$ cat src/rtl/program_loader_pkg.sv
// Shared types and constants for the framed instruction-memory loader.
package program_loader_pkg;

  typedef enum logic [2:0] {
    IDLE,
    CNT,
    ADR,
    HI,
    LO,
    WR,
    CSUM
  } state_t;

  localparam logic [1:0] ERR_NONE    = 2'b00;
  localparam logic [1:0] ERR_CSUM    = 2'b01;
  localparam logic [1:0] ERR_TIMEOUT = 2'b10;

  localparam logic [7:0] DEFAULT_SYNC_BYTE = 8'hA5;

endpackage

$ cat src/rtl/program_loader.sv
// Receives a framed byte stream and writes 16-bit words into instruction
// memory while holding the CPU in reset; reports done or err at frame end.
module program_loader
  import program_loader_pkg::*;
#(
  parameter int         ADDR_W    = 8,
  parameter int         DATA_W    = 16,
  parameter logic [7:0] SYNC_BYTE = DEFAULT_SYNC_BYTE,
  parameter int         TIMEOUT   = 50000
) (
  input  logic              clk,
  input  logic              rst,
  input  logic              in_valid,
  input  logic [7:0]        in_data,
  output logic              in_ready,
  output logic              ext_mem_wen,
  output logic [ADDR_W-1:0] ext_mem_addr,
  output logic [DATA_W-1:0] ext_mem_data,
  output logic              cpu_hold,
  output logic              busy,
  output logic              done,
  output logic              err,
  output logic [1:0]        err_code
);

  // Counter only needs to reach TIMEOUT-1; the expiring cycle is detected combinationally.
  localparam int TO_W = (TIMEOUT > 1) ? $clog2(TIMEOUT) : 1;
  localparam logic [TO_W-1:0] TO_LAST = TO_W'(TIMEOUT - 1);

  state_t            state, state_next;
  logic              hs;
  logic              timeout_hit;
  logic [TO_W-1:0]   timeout_cnt;
  logic [7:0]        csum;
  logic [7:0]        remaining;
  logic [ADDR_W-1:0] addr_ptr;
  logic [7:0]        hi_byte;

  assign in_ready = (state != WR);
  assign hs       = in_valid & in_ready;
  assign busy     = (state != IDLE);
  assign cpu_hold = (state != IDLE);

  assign timeout_hit = (TIMEOUT != 0) && (state != IDLE) && (state != WR) &&
                       !hs && (timeout_cnt == TO_LAST);

  always_ff @(posedge clk) begin
    if (rst) begin
      state <= IDLE;
    end else begin
      state <= state_next;
    end
  end

  always_comb begin
    state_next = state;
    case (state)
      IDLE: if (hs && in_data == SYNC_BYTE) state_next = CNT;
      CNT:  if (hs) state_next = ADR;
      ADR:  if (hs) state_next = HI;
      HI:   if (hs) state_next = LO;
      LO:   if (hs) state_next = WR;
      // remaining==1 marks the last word; COUNT=0 starts at 0 and runs 256 words.
      WR:   state_next = (remaining != 8'd1) ? HI : CSUM;
      CSUM: if (hs) state_next = IDLE;
      default: state_next = IDLE;
    endcase
    if (timeout_hit) state_next = IDLE;
  end

  always_ff @(posedge clk) begin
    if (rst) begin
      ext_mem_wen  <= 1'b0;
      ext_mem_addr <= '0;
      ext_mem_data <= '0;
      done         <= 1'b0;
      err          <= 1'b0;
      err_code     <= ERR_NONE;
      timeout_cnt  <= '0;
      csum         <= '0;
      remaining    <= '0;
      addr_ptr     <= '0;
      hi_byte      <= '0;
    end else begin
      ext_mem_wen <= 1'b0;
      done        <= 1'b0;
      err         <= 1'b0;

      if (state == IDLE || state == WR || hs) begin
        timeout_cnt <= '0;
      end else begin
        timeout_cnt <= timeout_cnt + TO_W'(1);
      end

      case (state)
        IDLE: begin
          if (hs && in_data == SYNC_BYTE) begin
            err_code <= ERR_NONE;
            csum     <= '0;
          end
        end
        CNT: begin
          if (hs) begin
            remaining <= in_data;
            csum      <= csum + in_data;
          end
        end
        ADR: begin
          if (hs) begin
            addr_ptr <= ADDR_W'(in_data);
            csum     <= csum + in_data;
          end
        end
        HI: begin
          if (hs) begin
            hi_byte <= in_data;
            csum    <= csum + in_data;
          end
        end
        LO: begin
          if (hs) begin
            csum         <= csum + in_data;
            ext_mem_wen  <= 1'b1;
            ext_mem_addr <= addr_ptr;
            ext_mem_data <= DATA_W'({hi_byte, in_data});
          end
        end
        WR: begin
          addr_ptr  <= addr_ptr + ADDR_W'(1);
          remaining <= remaining - 8'd1;
        end
        CSUM: begin
          if (hs) begin
            if (in_data == csum) begin
              done <= 1'b1;
            end else begin
              err      <= 1'b1;
              err_code <= ERR_CSUM;
            end
          end
        end
        default: ;
      endcase

      if (timeout_hit) begin
        err      <= 1'b1;
        err_code <= ERR_TIMEOUT;
      end
    end
  end

endmodule

$ cat config.mk
export PLATFORM = sky130hd
export DESIGN_NAME = program_loader
export DESIGN_NICKNAME = d
export VERILOG_FILES = /design/src/rtl/program_loader_pkg.sv /design/src/rtl/program_loader.sv
export SDC_FILE = /design/constraint.sdc
export NUM_CORES = 1
export LEC_CHECK = 0
export ABC_CLOCK_PERIOD_IN_PS = 2450
export BUFFER_PORTS_ARGS = -buffer_cell sky130_fd_sc_hd__buf_2
export CAP_MARGIN = 15
export CORE_ASPECT_RATIO = 1.1
export CORE_UTILIZATION = 48
export CTS_CLUSTER_SIZE = 8
export DETAILED_ROUTE_END_ITERATION = 10
export HOLD_SLACK_MARGIN = 0.1
export PLACE_DENSITY = 0.64
export SYNTH_ARGS = -nofsm -noshare
export SYNTH_HDL_FRONTEND = slang
export SYNTH_SLANG_ARGS = --single-unit
$ cat constraint.sdc
create_clock -name clk -period 2.45 [get_ports clk]
set_input_delay 0 -clock clk [delete_from_list [all_inputs] [get_ports clk]]
set_output_delay 0 -clock clk [all_outputs]
set_load 0.02 [all_outputs]
==> results by group, run 1 <==
Logic synthesis
  • Syn Std Cell Area: 3830 um^2
  • Post-Synthesis Cells: 477
  • Simple-gate area share of the yosys netlist: 27.5%
  • Avg Cell Area, Syn: 8.03 um^2
  • Cell with the most instances after synthesis: nand2_1
  • Top cells by area, synth: dfxtp_1, nand2_1, a21oi_1
  • Post-synth EDFFs: 0
  • Synth cell count leaders: nand2_1, dfxtp_1, a21oi_1, nor2_1, o21ai_0
  • Adder-cell area share of the yosys netlist: 4.12%
  • Post-synth top area share: 41.8%
  • XOR/XNOR share of the synthesized area: 4.57%
  • FF+latch count, synth: 80
  • Synth Area in Compound Gates: 18.2%
  • Yosys cell types: 54
  • Largest family of logic cells by synthesized area: simple AND/OR/NAND/NOR gates
  • Syn Nets: 500
  • Post-synth ARST share: 0%
  • Synth area leader: dfxtp_1
  • Primary FF master, synth: dfxtp_1
  • Seq/Total Area, Yosys: 41.8%
  • Post-synthesis mux area share: 0%
  • Synth warn: 0

Clocking
  • TritonCTS clock tree: done
  • H-tree depth: 3
  • Maximum clock insertion buffer count: 2
  • Clock root cell: clkbuf_8
  • # clock sinks: 80
  • Setup Fix Bufs, Post-CTS: 0
  • Clock latency on the worst-skew pair: 0.35 ns
  • Total CTS buffers: 9
  • Worst-path clk slew: 0.08 ns

Setup path
  • Reg-to-reg setup timing slack: 0.42 ns
  • CP Launch Point: state[0]$_SDFFE_PP0P_
  • Worst path required time: 2.70 ns
  • FF-to-FF Start: state[0]$_SDFFE_PP0P_
  • Crit path to: addr_ptr[7]$_SDFFE_PP0P_
  • CP Capture Type: flop
  • Critical path class: reg2reg
  • R2r worst-path depth: 6
  • Worst flop-to-flop path endpoint: addr_ptr[7]$_SDFFE_PP0P_
  • Crit-path max FO: 16
  • Crit path arrival time: 2.29 ns
  • Critical Path Start Type: flop

STA
  • Final period util: 83.0%
  • WHS: 0.129 ns
  • Fmax: 492 MHz
  • Finish-stage setup viols: 0
  • RSZ-0062 raised after global routing: no
  • Worst Skew: 0.0109 ns
  • Min cycle time layout: 2.03 ns
  • Slew margin rel.: 64.8%
  • Setup TNS: 0 ns
  • Count of final hold-check violations: 0
  • Max-slew violations: 0
  • Measured slew at the worst slew-check pin: 0.523 ns

Worst hold path
  • Hold Crit Class: in2reg

Detailed routing
  • Vias per Instance: 5.50
  • Drt pass-1 iters: 4
  • 1st-iter DRT viols: 145
  • DRC: 0
  • Wire length per cell: 14.1 um
  • WL final: 8930 um
  • Vias: 3468
  • Final ANT Viol Nets: 0

Global route
  • First-pass GRT wire length: 14900 um
  • Total grt overflow: 0
  • Largest net degree at the start of global routing: 49
  • Number of global-route vias before repair: 3093
  • GRT Total Usage: 23.3%
  • Initial antenna violation count: 0

Layout
  • Ant. Diodes: 0
  • Final Util: 58.3%
  • Share of cells above drive strength 1: 15.6%
  • Final-layout fill cell count: 749
  • Area Overhead vs Synth: 15.7%
  • Footprint of the multi-input gates: 2080 um^2
  • Register area: 1600 um^2
  • Nets: 545

Place
  • PortBufs: 42
  • DPL Wire Length: 6210 um
  • GP Congestion: 0.848

Floorplan
  • I/O Pins: 43
  • Initial Util: 50.4%
  • CORE AREA: 7600 um^2
  • DIE HEIGHT: 95.7 um
  • Total die area: 8340 um^2
  • Die Span X: 87.2 um
  • Row cnt: 33

Run status
  • Outcome: complete, no violations

Power and ir drop
  • Leak: 1.66 nW
  • PD cells: 575 nW/um^2
  • VDD IR-drop max: 232 uV

Job
  • Max_cap viols: 0
[metal layers]
metal | vias up | wire length [um] | track usage (%)
met4 | 0 | 107 | 8.06
li1 | 1763 | - | -
met2 | 94 | 4120 | 37.9
met3 | 8 | 461 | 4.42
met5 | - | 0 | 0
met1 | 1603 | 4240 | 31.0
[sequential cells by signal, indices dropped and copies added (netlist names)]
name          count
hi_byte           8
ext_mem_wen       1
timeout_cnt      16
ext_mem_data     16
err               1
done              1
state             3
remaining         8
err_code          2
addr_ptr          8
ext_mem_addr      8
csum              8
[cell families after synthesis]
logic type / count (synthesis)
compound gates: 114
xor+xnor: 20
fa+ha+maj: 12
buf+inv: 32
flops: 80
simple gates: 219
[repair_timing]
item | in CTS | in global routing
hold buffers | 9 | 0
endpoints found under the setup margin | 0 | 0
gates resized for setup | 0 | 0
endpoints found under the hold margin | 28 | 0
[worst min path at each step]
stage,end,cells after the start,startpoint,slack [ns]
floorplan,hi_byte[0]$_SDFFE_PP0P_,2,in_data[0],0.14
global placement,ext_mem_data[3]$_SDFFE_PP0P_,3,in_data[3],0.34
detailed placement,hi_byte[6]$_SDFFE_PP0P_,3,in_data[6],0.35
CTS,csum[0]$_SDFFE_PP0P_,4,rst,0.11
global route,csum[2]$_SDFFE_PP0P_,4,rst,0.16
finish,csum[0]$_SDFFE_PP0P_,4,rst,0.13
[critical path, cell delays in order (launching register included)]
cell and delay [ns]:
dfxtp_1 0.63, and3b_1 0.44, buf_4 0.22, nand4_1 0.12, nor2_1 0.18, a211oi_1 0.10, a311oi_1 0.26
[per-stage QoR]
stage                     std cells  power [W]  setup slack [ns]  area (um^2)
after floorplan                 477    0.00138             0.684         3830
after global routing            631    0.00265             0.139         4430
final                           631    0.00255             0.416         4430
after CTS                       631    0.00258             0.428         4430
after detailed placement        607    0.00142             0.442         4110
after global placement          607    0.00142             0.513         4110
[placed cells by master, fill, tap and decap left out, types with 3 or more instances in the layout]
cell	count
nand2_1	106
dfxtp_1	80
a21oi_1	56
buf_2	42
nor2_1	41
o21ai_0	15
xor2_1	12
nand3_1	12
ha_1	11
clkbuf_8	9
dlygate4sd3_1	9
xnor2_1	8
nor3_1	8
and3_1	8
a211oi_1	8
inv_1	7
nor4_1	7
buf_4	7
nand4_1	6
nand2b_1	6
nand3_2	5
o21ai_2	5
nor3_2	4
o211ai_1	4
a311oi_1	3
a21o_1	3
a221oi_1	3
bufinv_16	3
[report_power, final]
group	switching [W]	total, W	internal, W
Clock	0.000473	0.00115	0.000674
Sequential	0.000000975	0.00130	0.00130
Combinational	0.0000675	0.000102	0.0000349
Total	0.000541	0.00255	0.00201
[area by class of cell]
cell class	instances	share of cell area (%)
Inverter	8	0.678
Multi-Input combinational cell	365	47.0
Clock buffer	10	2.88
Tap cell	105	2.96
Sequential cell	80	36.1
Clock inverter	5	2.40
Timing Repair Buffer	58	7.96
(Power assumes the default switching activity.)
==> run 2: changes to the inputs <==
Settings changed: ABC_AREA from default to 1, ABC_CLOCK_PERIOD_IN_PS 2450 to 1850, PLACE_DENSITY 0.64 to 0.67.
Clock period 2.45 ns to 1.85 ns, I/O delays scaled along.
==> results by group, run 2 <==
STA
  • Worst Skew: 0.0123 ns (+0.00144 ns)
  • Max-slew violations: 0 (unchanged)
  • Measured slew at the worst slew-check pin: 0.438 ns (-0.0852 ns)
  • Slew margin rel.: 70.8% (+5.9 points)
  • RSZ-0062 raised after global routing: no
  • Setup TNS: 0 ns (unchanged)
  • Finish-stage setup viols: 0 (unchanged)
  • Fmax: 616 MHz (+25%)
  • Count of final hold-check violations: 0 (unchanged)
  • Min cycle time layout: 1.62 ns (-0.410 ns)
  • Final period util: 87.8% (+4.7 points)

Layout
  • Final non-filler cell total: 743 (+18%)
  • Largest regs: ext_mem_data x16, timeout_cnt x16
  • Ant. Diodes: 0 (unchanged)
  • Share of cells above drive strength 1: 13.5% (-2.0 points)
  • Register area: 1600 um^2 (unchanged)
  • Final Util: 57.8% (-0.52 points)
  • Final-layout fill cell count: 810 (+8.1%)
  • Most frequent cells in the layout: nand2_1, dfxtp_1, nand3_1
  • Area Overhead vs Synth: 16.2%
  • Commonest non-fill, non-tap cell in the layout: nand2_1
  • Footprint of the multi-input gates: 2010 um^2 (-3.6%)
  • Nets: 653 (+20%)

Power and ir drop
  • Overall Power: 0.00548 W (+110%)
  • Clock power frac: 24.8% (-20 points)
  • Leak: 2.00 nW (+21%)
  • Sw Ratio: 40.4% (+19 points)
  • Sequential Power Share: 38.4% (-13 points)
  • Switching Power: 0.00221 W (+310%)
  • Internal Power: 0.00326 W (+63%)
  • VDD IR-drop max: 497 uV (+110%)
  • Comb power frac: 36.8% (+33 points)
  • PD cells: 1190 nW/um^2 (+110%)

Setup path
  • Critical Path Start Type: flop
  • CP Capture Type: flop
  • Crit path arrival time: 1.91 ns (-0.38 ns)
  • Worst path required time: 2.13 ns (-0.57 ns)
  • Reg-to-reg setup timing slack: 0.23 ns (-0.19 ns)
  • Critical path class: reg2reg
  • Crit-path max FO: 6 (-10)

Floorplan
  • Row cnt: 34 (+3.0%)
  • CORE AREA: 7960 um^2 (+4.7%)
  • Die Span X: 88.6 um (+1.6%)
  • Total die area: 8610 um^2 (+3.3%)
  • I/O Pins: 43 (unchanged)
  • Initial Util: 49.7% (-0.66 points)
  • DIE HEIGHT: 97.2 um (+1.6%)

Global route
  • Number of global-route vias before repair: 3587 (+16%)
  • Initial antenna violation count: 0 (unchanged)
  • Met3 Use GR: 4.59% (+0.17 points)
  • Total grt overflow: 0 (unchanged)
  • Grt met1 use: 28.6% (-2.4 points)
  • GRT Total Usage: 23.9% (+0.59 points)
  • Most Crowded Layer GR: met2
  • First-pass GRT wire length: 16200 um (+8.9%)
  • Largest net degree at the start of global routing: 42 (-14%)
  • Met2 usage: 41.8% (+3.9 points)

Logic synthesis
  • Post-synth ARST share: 0% (unchanged)
  • Primary FF master, synth: dfxtp_1
  • Syn Std Cell Area: 3960 um^2 (+3.3%)
  • Synth warn: 0 (unchanged)
  • Synth area leader: dfxtp_1
  • Seq/Total Area, Yosys: 40.5% (-1.3 points)
  • Top cells by area, synth: dfxtp_1, nand2_1, nand3_1
  • Yosys cell types: 31 (-43%)
  • FF+latch count, synth: 80 (unchanged)
  • Syn Nets: 600 (+20%)
  • Post-Synthesis Cells: 577 (+21%)
  • Avg Cell Area, Syn: 6.86 um^2 (-15%)
  • Post-synth top area share: 40.5% (-1.3 points)
  • Synth cell count leaders: nand2_1, dfxtp_1, nand3_1, inv_1, a21oi_1
  • Cell with the most instances after synthesis: nand2_1
  • Post-synth EDFFs: 0 (unchanged)

Clocking
  • # clock sinks: 80 (unchanged)
  • Clock latency on the worst-skew pair: 0.36 ns (about the same)
  • TritonCTS clock tree: done
  • H-tree depth: 3 (unchanged)
  • Clock root cell: clkbuf_8
  • CTS resizes: 0 (unchanged)
  • Maximum clock insertion buffer count: 2 (unchanged)
  • Total CTS buffers: 9 (unchanged)
  • Worst-path clk slew: 0.09 ns (about the same)

Detailed routing
  • Wire length per cell: 13.1 um (-7.7%)
  • DRC: 0 (unchanged)
  • 1st-iter DRT viols: 179 (+23%)
  • Vias per Instance: 5.18 (-5.8%)
  • Final ANT Viol Nets: 0 (unchanged)
  • Vias: 3846 (+11%)
  • WL final: 9700 um (+8.7%)
  • Drt pass-1 iters: 4 (unchanged)

Run status
  • Outcome: complete, no violations

Place
  • PortBufs: 42 (unchanged)
  • GP Congestion: 0.855 (+0.81%)
  • Placed Cells incl. Taps: 717 (+18%)
  • DPL Wire Length: 6890 um (+11%)

Worst hold path
  • Hold Crit Class: reg2reg

Job
  • Max_cap viols: 0 (unchanged)
[run 2: worst max-delay path, stage by stage (launching register included)]
cell	delay, ns
dfxtp_1	0.36
ha_1	0.19
nand2_1	0.10
inv_1	0.08
nand2_1	0.09
nor2_1	0.18
nand2_1	0.15
or2_2	0.30
a21oi_1	0.11
[run 2: path summary, 6_finish.rpt]
kind,from,end,cells past startpoint
worst max-delay path,timeout_cnt[0]$_SDFF_PP0_,timeout_cnt[10]$_SDFF_PP0_,8
worst min-delay path,err_code[0]$_SDFFE_PP0P_,err_code[0]$_SDFFE_PP0P_,2
worst max register to register,timeout_cnt[0]$_SDFF_PP0_,timeout_cnt[10]$_SDFF_PP0_,8
worst min register to register,err_code[0]$_SDFFE_PP0P_,err_code[0]$_SDFFE_PP0P_,2
[run 2: timing repair]
item | in CTS | in global routing
hold buffers | 10 | 0
setup endpoints to repair | 0 | 0
setup buffers | 0 | 0
hold endpoints to repair | 26 | 0
[run 2: power by group through the flow]
stage	Clock, W	Combinational (W)	Sequential (W)
global placement	0	0.00197	0.00213
CTS	0.00139	0.00202	0.00210
floorplan	0	0.00152	0.00213
detailed placement	0	0.00200	0.00214
global route	0.00147	0.00230	0.00213
finish	0.00136	0.00202	0.00210
[run 2: kinds of logic after synthesis]
| logic type | after synthesis | synth area share [%] |
|---|---|---|
| AND/OR/NAND/NOR | 280 | 30.6 |
| XOR/XNOR | 9 | 1.99 |
| AO/OA/AOI/OAI | 106 | 14.1 |
| adder cells (fa/ha/maj) | 12 | 3.98 |
| buffers and inverters | 90 | 8.82 |
| flip-flops | 80 | 40.5 |
[run 2: routing by layer]
metal / vias up / part of all wire [%]
li1: 1992 / -
met1: 1769 / 45
met2: 67 / 50
met3: 18 / 3.1
met4: 0 / 1.8
met5: - / 0
[run 2: cell type report]
cell class,count,area share [%]
clock inverters,7,1.90
inverters,71,5.79
multi-input cells,407,43.6
flip-flops and latches,80,34.8
well taps,108,2.94
clock buffers,9,2.69
repair buffers,61,8.22
[run 2: through the flow]
stage	cell area, um^2	hold WS [ns]	setup WS, ns
after global placement	4290	0.263	0.311
after global routing	4600	0.437	0.0307
after floorplan	3960	0.164	0.430
after detailed placement	4290	0.267	0.220
after CTS	4600	0.434	0.198
final	4600	0.447	0.226
